## config.mk

```make
export PLATFORM = sky130hd
export DESIGN_NAME = aes_stim_seq_flat
export DESIGN_NICKNAME = d
export VERILOG_FILES = /design/src/rtl/aes_stim_seq_if.sv /design/src/rtl/aes_stim_seq.sv /design/src/flat_wrapper.sv
export SDC_FILE = /design/constraint.sdc
export NUM_CORES = 2
export LEC_CHECK = 0
export CAP_MARGIN = 10
export CORE_MARGIN = 2
export CORE_UTILIZATION = 52
export DETAILED_ROUTE_END_ITERATION = 8
export PLACE_DENSITY = 0.87
export SYNTH_ARGS = -nofsm -noshare
export SYNTH_HDL_FRONTEND = slang
export SYNTH_SLANG_ARGS = --single-unit
```

## constraint.sdc

```tcl
create_clock -name clk -period 8 [get_ports clk]
set_input_delay 1.2 -clock clk [delete_from_list [all_inputs] [get_ports clk]]
set_output_delay 1.2 -clock clk [all_outputs]
set_load 0.01 [all_outputs]
```

## src/rtl/aes_stim_seq_if.sv

```systemverilog
// aes_stim_seq_if: command, DUT-drive, DUT-result and statistics bundle for aes_stim_seq
// master: stimulus source / DUT side (drives cmd_*, res_*, stat_clear)
// slave : aes_stim_seq (drives cmd_ready, dut_*, busy, done, *_cnt)
interface aes_stim_seq_if #(
  parameter int KEY_SIZE = 128,
  parameter int CNT_W    = 16
);
  logic                cmd_valid, cmd_ready, cmd_type;
  logic [127:0]        cmd_plain, cmd_cipher;
  logic [KEY_SIZE-1:0] cmd_key;
  logic                dut_valid, dut_flush;
  logic [127:0]        dut_plain;
  logic [KEY_SIZE-1:0] dut_key;
  logic                res_valid;
  logic [127:0]        res_data;
  logic                stat_clear, busy, done;
  logic [CNT_W-1:0]    mismatch_cnt, weak_cnt, missing_cnt;
  modport master (
    output cmd_valid, cmd_type, cmd_plain, cmd_cipher, cmd_key, res_valid, res_data, stat_clear,
    input  cmd_ready, dut_valid, dut_flush, dut_plain, dut_key, busy, done,
           mismatch_cnt, weak_cnt, missing_cnt
  );
  modport slave (
    input  cmd_valid, cmd_type, cmd_plain, cmd_cipher, cmd_key, res_valid, res_data, stat_clear,
    output cmd_ready, dut_valid, dut_flush, dut_plain, dut_key, busy, done,
           mismatch_cnt, weak_cnt, missing_cnt
  );
endinterface

```

## src/rtl/aes_stim_seq.sv

```systemverilog
// aes_stim_seq: AES DUT stimulus sequencer with directed checks and bit-flip avalanche sweeps
// clk, rst_n : clock, asynchronous active-low reset
// io_bus     : cmd_* command in, dut_* vector out, res_* result in, stat_clear/busy/done, counters out
module aes_stim_seq #(
  parameter int KEY_SIZE = 128,
  parameter int LATENCY  = 10,
  parameter int FLIP_KEY = 1,
  parameter int AVAL_MIN = 32,
  parameter int CNT_W    = 16
) (
  input logic           clk,
  input logic           rst_n,
  aes_stim_seq_if.slave io_bus
);
  typedef enum logic [2:0] {IDLE, FLUSH, BASE, SWEEP_P, SWEEP_K, DRAIN} state_t;
  localparam logic [1:0] K_DIR = 2'd0, K_BASE = 2'd1, K_FLIP = 2'd2;
  localparam int TW = 131;
  state_t              r_state, w_next;
  logic [7:0]          r_idx;
  logic                r_dv;
  logic [127:0]        r_dp, r_dc, r_p, r_base;
  logic [KEY_SIZE-1:0] r_dk, r_k;
  logic [TW-1:0]       r_tag [LATENCY];
  logic [CNT_W-1:0]    r_mm, r_wk, r_ms;
  logic                w_acc, w_seed, w_clr, w_empty, w_hit, w_miss, w_mis, w_weak, w_bcap;
  logic [1:0]          w_kind;
  logic [7:0]          w_pop;
  logic [TW-1:0]       w_out;
  assign io_bus.cmd_ready = rst_n & (r_state == IDLE);
  assign w_acc  = io_bus.cmd_valid & io_bus.cmd_ready;
  assign w_seed = w_acc & io_bus.cmd_type;
  // a new seeded run discards everything still in flight
  assign w_clr  = w_seed | (r_state == FLUSH);
  always_comb begin
    w_empty = 1'b1;
    for (int i = 0; i < LATENCY; i++) w_empty = w_empty & ~r_tag[i][TW-1];
  end
  always_comb begin
    w_next = r_state;
    case (r_state)
      IDLE:    if (w_seed) w_next = FLUSH;
      FLUSH:   if (r_idx[0]) w_next = BASE;
      BASE:    w_next = SWEEP_P;
      SWEEP_P: if (r_idx == 8'd127) w_next = FLIP_KEY != 0 ? SWEEP_K : DRAIN;
      SWEEP_K: if (r_idx == 8'(KEY_SIZE - 1)) w_next = DRAIN;
      DRAIN:   if (w_empty) w_next = IDLE;
      default: w_next = IDLE;
    endcase
    io_bus.dut_flush = r_state == FLUSH;
    io_bus.done      = (r_state == DRAIN) & w_empty;
    io_bus.busy      = (r_state != IDLE) | ~w_empty;
    io_bus.dut_valid = r_state == IDLE ? r_dv : r_state inside {BASE, SWEEP_P, SWEEP_K};
    io_bus.dut_plain = r_state == IDLE ? r_dp : r_p ^ (r_state == SWEEP_P ? 128'(1) << r_idx : '0);
    io_bus.dut_key   = r_state == IDLE ? r_dk : r_k ^ (r_state == SWEEP_K ? KEY_SIZE'(1) << r_idx : '0);
    w_kind           = r_state == IDLE ? K_DIR : r_state == BASE ? K_BASE : K_FLIP;
  end
  // oldest tag lines up with the result of the vector launched LATENCY cycles ago
  assign w_out  = r_tag[LATENCY-1];
  assign w_pop  = 8'($countones(io_bus.res_data ^ r_base));
  assign w_hit  = w_out[TW-1] & io_bus.res_valid;
  assign w_miss = w_out[TW-1] & ~io_bus.res_valid;
  assign w_mis  = w_hit && w_out[129:128] == K_DIR && io_bus.res_data != w_out[127:0];
  assign w_weak = w_hit && w_out[129:128] == K_FLIP && w_pop < 8'(AVAL_MIN);
  assign w_bcap = w_hit && w_out[129:128] == K_BASE;
  always_ff @(posedge clk or negedge rst_n) begin
    if (!rst_n) begin
      r_state <= IDLE;
      r_idx   <= '0;
    end else begin
      r_state <= w_next;
      r_idx   <= w_next != r_state ? '0 : r_idx + 8'd1;
    end
  end
  always_ff @(posedge clk or negedge rst_n) begin
    if (!rst_n) begin
      r_dv   <= 1'b0;
      r_dp   <= '0;
      r_dk   <= '0;
      r_dc   <= '0;
      r_p    <= '0;
      r_k    <= '0;
      r_base <= '0;
      for (int i = 0; i < LATENCY; i++) r_tag[i] <= '0;
    end else begin
      r_dv <= w_acc & ~io_bus.cmd_type;
      if (w_acc & ~io_bus.cmd_type) begin
        r_dp <= io_bus.cmd_plain;
        r_dk <= io_bus.cmd_key;
        r_dc <= io_bus.cmd_cipher;
      end
      if (w_seed) begin
        r_p <= io_bus.cmd_plain;
        r_k <= io_bus.cmd_key;
      end
      if (w_bcap) r_base <= io_bus.res_data;
      for (int i = LATENCY - 1; i > 0; i--) r_tag[i] <= w_clr ? '0 : r_tag[i-1];
      r_tag[0] <= w_clr ? '0 : {io_bus.dut_valid, w_kind, r_dc};
    end
  end
  always_ff @(posedge clk or negedge rst_n) begin
    if (!rst_n) begin
      r_mm <= '0;
      r_wk <= '0;
      r_ms <= '0;
    end else begin
      r_mm <= io_bus.stat_clear ? '0 : r_mm + CNT_W'(w_mis & ~&r_mm);
      r_wk <= io_bus.stat_clear ? '0 : r_wk + CNT_W'(w_weak & ~&r_wk);
      r_ms <= io_bus.stat_clear ? '0 : r_ms + CNT_W'(w_miss & ~&r_ms);
    end
  end
  assign io_bus.mismatch_cnt = r_mm;
  assign io_bus.weak_cnt     = r_wk;
  assign io_bus.missing_cnt  = r_ms;
endmodule

```

## src/flat_wrapper.sv

```systemverilog
// flat-port wrapper written by rule: the top's interface ports become plain ports
module aes_stim_seq_flat 
#(
  parameter int KEY_SIZE = 128,
  parameter int LATENCY  = 10,
  parameter int FLIP_KEY = 1,
  parameter int AVAL_MIN = 32,
  parameter int CNT_W    = 16
)
  (clk, rst_n, io_bus_cmd_valid, io_bus_cmd_type, io_bus_cmd_plain, io_bus_cmd_cipher, io_bus_cmd_key, io_bus_res_valid, io_bus_res_data, io_bus_stat_clear, io_bus_cmd_ready, io_bus_dut_valid, io_bus_dut_flush, io_bus_dut_plain, io_bus_dut_key, io_bus_busy, io_bus_done, io_bus_mismatch_cnt, io_bus_weak_cnt, io_bus_missing_cnt);
  aes_stim_seq_if #(.KEY_SIZE(KEY_SIZE), .CNT_W(CNT_W)) io_bus_i ();
  input logic clk;
  input logic rst_n;
  input wire logic [$bits(io_bus_i.cmd_valid)-1:0] io_bus_cmd_valid;
  input wire logic [$bits(io_bus_i.cmd_type)-1:0] io_bus_cmd_type;
  input wire logic [$bits(io_bus_i.cmd_plain)-1:0] io_bus_cmd_plain;
  input wire logic [$bits(io_bus_i.cmd_cipher)-1:0] io_bus_cmd_cipher;
  input wire logic [$bits(io_bus_i.cmd_key)-1:0] io_bus_cmd_key;
  input wire logic [$bits(io_bus_i.res_valid)-1:0] io_bus_res_valid;
  input wire logic [$bits(io_bus_i.res_data)-1:0] io_bus_res_data;
  input wire logic [$bits(io_bus_i.stat_clear)-1:0] io_bus_stat_clear;
  output wire logic [$bits(io_bus_i.cmd_ready)-1:0] io_bus_cmd_ready;
  output wire logic [$bits(io_bus_i.dut_valid)-1:0] io_bus_dut_valid;
  output wire logic [$bits(io_bus_i.dut_flush)-1:0] io_bus_dut_flush;
  output wire logic [$bits(io_bus_i.dut_plain)-1:0] io_bus_dut_plain;
  output wire logic [$bits(io_bus_i.dut_key)-1:0] io_bus_dut_key;
  output wire logic [$bits(io_bus_i.busy)-1:0] io_bus_busy;
  output wire logic [$bits(io_bus_i.done)-1:0] io_bus_done;
  output wire logic [$bits(io_bus_i.mismatch_cnt)-1:0] io_bus_mismatch_cnt;
  output wire logic [$bits(io_bus_i.weak_cnt)-1:0] io_bus_weak_cnt;
  output wire logic [$bits(io_bus_i.missing_cnt)-1:0] io_bus_missing_cnt;
  assign io_bus_i.cmd_valid = io_bus_cmd_valid;
  assign io_bus_i.cmd_type = io_bus_cmd_type;
  assign io_bus_i.cmd_plain = io_bus_cmd_plain;
  assign io_bus_i.cmd_cipher = io_bus_cmd_cipher;
  assign io_bus_i.cmd_key = io_bus_cmd_key;
  assign io_bus_i.res_valid = io_bus_res_valid;
  assign io_bus_i.res_data = io_bus_res_data;
  assign io_bus_i.stat_clear = io_bus_stat_clear;
  assign io_bus_cmd_ready = io_bus_i.cmd_ready;
  assign io_bus_dut_valid = io_bus_i.dut_valid;
  assign io_bus_dut_flush = io_bus_i.dut_flush;
  assign io_bus_dut_plain = io_bus_i.dut_plain;
  assign io_bus_dut_key = io_bus_i.dut_key;
  assign io_bus_busy = io_bus_i.busy;
  assign io_bus_done = io_bus_i.done;
  assign io_bus_mismatch_cnt = io_bus_i.mismatch_cnt;
  assign io_bus_weak_cnt = io_bus_i.weak_cnt;
  assign io_bus_missing_cnt = io_bus_i.missing_cnt;
  aes_stim_seq #(.KEY_SIZE(KEY_SIZE), .LATENCY(LATENCY), .FLIP_KEY(FLIP_KEY), .AVAL_MIN(AVAL_MIN), .CNT_W(CNT_W)) u_core (.clk(clk), .rst_n(rst_n), .io_bus(io_bus_i));
endmodule
```

==> results.txt <==
----------------------------------------------------
[Timing]
  Setup slack after layout ... -0.3079 ns
  Max Freq ... ~120 MHz
  Final Hold Viols ... 0
  Final clock skew ... 0.05936 ns
  Share of the clock period used by the worst path after layout ... 1.038
  Slew of the pin with the lowest slew margin ... 1.307 ns
  Final worst path period need ... 8.308 ns
  Setup repair after global routing missed its margin ... yes
  Hold slack ... 0.2713 ns
  Max-slew violation count ... 0
  Final setup violating endpoints ... 13
  Worst-case headroom to the max-slew limit ... 0.1289

[Power and ir drop]
  Sequential cell fraction of total power ... 0.306
  Largest voltage drop on the vdd net ... around 1900 µV
  Share of total power in the clock network ... 0.283
  Power per cell area ... about 350 mW/mm²
  Internal power contribution ... ~24 mW
  Leakage power ... roughly 52 nW
  Relative contribution of combinational cells to total power ... 0.411
  Sw frac ... 0.3452
  Reported net switching power ... about 13 mW

[Layout]
  Fillers ... approximately 11000
  Most frequent cells in the layout ... sky130_fd_sc_hd__dfrtp_1 (2138), sky130_fd_sc_hd__and2_1 (1323), sky130_fd_sc_hd__mux2_2 (735)
  Total number of nets in the final design ... roughly 8000
  P&R area growth vs syn ... 21.82%
  Area of the multi-input gates ... 0.03072 mm²
  Total area of sequential cells ... between 0.05 and 0.06 mm²
  Fin area ... between 0.1 and 0.15 mm²
  Leading cell type in the layout, fill and taps excluded ... sky130_fd_sc_hd__dfrtp_1
  Proportion of layout cells with a drive suffix above 1 ... 0.1931

[Synth]
  Syn_area_per_cell ... between 10 and 15 µm²
  Most used DFF post-synth ... sky130_fd_sc_hd__dfrtp_1
  Synth warn ... 0
  Number of standard cells after synthesis ... ~6600
  Sequential share of the synthesized area ... 0.6215
  Syn Nets ... approximately 7400
  Synthesized-area fraction occupied by and/or/nand/nor cells ... 0.1344
  Fraction of synthesized area in multiplexers ... 0.1002
  Async S/R FF share, synth ... 1.000
  Combinational family with the most area after synthesis ... simple AND/OR/NAND/NOR gates
  Fraction of the mapped netlist area in adder cells ... 0.04352
  XOR/XNOR share of the synthesized area ... 0.05586
  Post-synthesis cell area ... between 0.08 and 0.09 mm²
  Share of the synthesized area in compound gates (AO/OA/AOI/OAI) ... 0.01805
  EDFF count, synth ... 0
  Synth cell types ... between 40 and 50
  Post-synthesis sequential element count ... 2138

[Worst setup path]
  Cell mode on critical path ... sky130_fd_sc_hd__fa_1
  Signal arrival time at the worst endpoint ... about 9 ns
  Worst-path maximum fanout ... 5
  Critical path launch point type ... input pin
  Crit path kind ... input pin to flop
  CP Data Required Time ... about 8.7 ns
  Setup crit end kind ... flop
  Cell with the largest stage delay on the worst path ... sky130_fd_sc_hd__fa_1
  Slowest Stage Delay on Critical Path ... 0.57 ns

[Clock network]
  Clock tree from TritonCTS ... done
  CTS Root Buffer Type ... sky130_fd_sc_hd__clkbuf_16
  TritonCTS buffer count ... between 200 and 250
  Total number of clock tree sinks ... approximately 2100
  Max Root-Sink Buffers ... 3
  CTS HTree Levels ... 4
  Clock Pin Slew Worst Setup and Hold Paths ... roughly 0.06 ns
  Clock latency on the worst-skew pair ... between 0.8 and 0.9 ns

[Placement]
  Detailed placement HPWL ... around 160000 µm
  Post-Place Cell Area ... approximately 0.097 mm²
  Final Wtd Congestion ... 0.9725
  Quantity of I/O buffers inserted on ports ... about 830

[Route]
  Routed Antenna Nets ... 0
  Vias per cell ... 5.282
  Post-route DRC violation count ... 0
  Final WL ... 244600 µm
  Total iterations of the first detailed-routing run ... 6
  Starting DRT DRC Count ... 4845
  Post-DR wirelength/cell ... ~25 µm
  Total vias in the final route ... 52420

[Floorplan]
  Die outline area ... 0.1688 mm²
  Top Ports ... between 800 and 900
  Row Count ... roughly 150
  Starting Density ... 0.5229
  Core Footprint ... about 0.16 mm²
  Chip Width ... just over 400 µm
  Y dimension of the die ... 410.9 µm

[Global routing]
  Number of antenna violations at the first check in global routing ... ~90
  Met1 GRT Util ... 0.3766
  Global route hottest layer ... met2
  Met3 Track Usage GR ... 0.07722
  Overflow after GRT ... 0
  Number of global-route vias before repair ... about 56000
  Largest net degree at the start of global routing ... between 300 and 400
  Overall fraction of global-route tracks in use ... 0.2912
  Global-route wire length before repair ... 362900 µm
  Grt met2 use ... 0.4569

[Worst hold path]
  Class of the worst hold path ... input pin to asynchronous set/reset pin

[Outcome]
  Result of the run ... finished with violations
  Violated checks ... negative setup slack

[Run]
  Max cap viols ... 0

----------------------------------------------------
state kept, by name, indices dropped and copies added (netlist names):
signal                      flops
u_core.io_bus.mismatch_cnt     16
u_core.io_bus.missing_cnt      16
u_core.io_bus.weak_cnt         16
u_core.r_base                 128
u_core.r_dc                   128
u_core.r_dk                   128
u_core.r_dp                   128
u_core.r_dv                     1
u_core.r_idx                    8
u_core.r_k                    128
u_core.r_p                    128
u_core.r_state                  3
u_core.r_tag                 1179
u_core.w_out                  131
metrics by stage:
stage | utilization | total power [mW] | TNS, ns | instances | setup slack (ns)
finish | 0.6370 | 36.77 | -2.234 | 9923 | -0.3079
global route | 0.6368 | 39.57 | -5.534 | 9912 | -0.5120
global placement | 0.5905 | 25.40 | -23.75 | 9479 | -1.738
CTS | 0.6356 | 36.35 | -0.6969 | 9860 | -0.1339
floorplan | - | 21.48 | -3.562 | 6611 | -0.4585
detailed placement | 0.5905 | 25.30 | -23.91 | 9479 | -1.728
synthesized netlist by cell type (14+ instances only):
cell type / count / area, µm²
sky130_fd_sc_hd__a21oi_1: 268 / 1341
sky130_fd_sc_hd__and2_1: 1323 / 8277
sky130_fd_sc_hd__buf_2: 47 / 235.2
sky130_fd_sc_hd__buf_6: 30 / 337.8
sky130_fd_sc_hd__clkbuf_1: 244 / 915.9
sky130_fd_sc_hd__dfrtp_1: 2138 / 53500
sky130_fd_sc_hd__fa_1: 129 / 2582
sky130_fd_sc_hd__ha_1: 93 / 1164
sky130_fd_sc_hd__inv_1: 193 / 724.4
sky130_fd_sc_hd__mux2_1: 31 / 349.1
sky130_fd_sc_hd__mux2_2: 735 / 8277
sky130_fd_sc_hd__nand2_1: 240 / 900.9
sky130_fd_sc_hd__nand3_1: 25 / 125.1
sky130_fd_sc_hd__nand4_1: 18 / 112.6
sky130_fd_sc_hd__nor2_1: 406 / 1524
sky130_fd_sc_hd__nor3_1: 15 / 75.07
sky130_fd_sc_hd__nor4_1: 33 / 206.5
sky130_fd_sc_hd__o21ai_0: 14 / 70.07
sky130_fd_sc_hd__xnor2_1: 93 / 814.5
sky130_fd_sc_hd__xor2_1: 456 / 3994
area by class of cell:
cell class,count,share of cell area
Clock inverter,103,0.01364
Tap cell,2189,0.02612
Clock buffer,278,0.05625
Inverter,193,0.006909
Timing Repair Buffer,1014,0.09248
Antenna cell,60,0.001432
Multi-Input combinational cell,3948,0.2930
Sequential cell,2138,0.5102
per-layer routing:
| layer | vias up | wire [µm] |
|---|---|---|
| li1 | 22900 | - |
| met1 | 27060 | 96300 |
| met2 | 1777 | 116700 |
| met3 | 614 | 18540 |
| met4 | 62 | 12590 |
| met5 | - | 430 |
kinds of logic (layout without fill, tap and decap cells):
kind of cell	count (synthesis)	in the layout
muxes	766	766
DFF	2138	2138
and+or+nand+nor	2111	2111
xor gates and xnor gates	549	549
buffers and inverters	525	1588
AOI/OAI and AO/OA	300	300
other	0	60
adders and majority gates	222	222
repair_timing:
item                       in CTS  in global routing
hold buffers                    0                  0
gates resized for setup       321                 73
setup buffers                   1                  3
pin swaps                     167                 56
setup endpoints to repair      16                 15
final timing paths:
kind	from	endpoint	slack, ns	cells after the start
min	rst_n	u_core.r_dc[56]$_DFFE_PN0P_	0.27	1
max in group asynchronous	rst_n	u_core.r_dk[84]$_DFFE_PN0P_	4.57	4
max	io_bus_res_data[27]	u_core.io_bus.weak_cnt[6]$_DFF_PN0_	-0.31	33
min reg2reg	u_core.r_tag[257]$_DFF_PN0_	u_core.w_out[126]$_DFF_PN0_	0.42	1
min in group clk	u_core.r_tag[257]$_DFF_PN0_	u_core.w_out[126]$_DFF_PN0_	0.42	1
max reg2reg	u_core.r_base[48]$_DFFE_PN0P_	u_core.io_bus.weak_cnt[6]$_DFF_PN0_	-0.21	32
critical path: cells and delay by family:
| family | cells | cell delay (ns) |
|---|---|---|
| AO/OA/AOI/OAI | 3 | 0.38 |
| XOR/XNOR | 2 | 0.35 |
| AND/OR/NAND/NOR | 6 | 1.00 |
| adder cells (fa/ha/maj) | 12 | 5.06 |
| buffers and inverters | 10 | 0.92 |
power groups by stage:
stage	logic (mW)	clock network (mW)	registers (mW)
floorplan	10.1	0	11.4
global placement	14.0	0	11.4
detailed placement	13.9	0	11.4
CTS	14.6	10.6	11.2
global route	17.3	11.0	11.3
finish	15.1	10.4	11.2
Note: power is estimated with default switching activity, not from simulation.
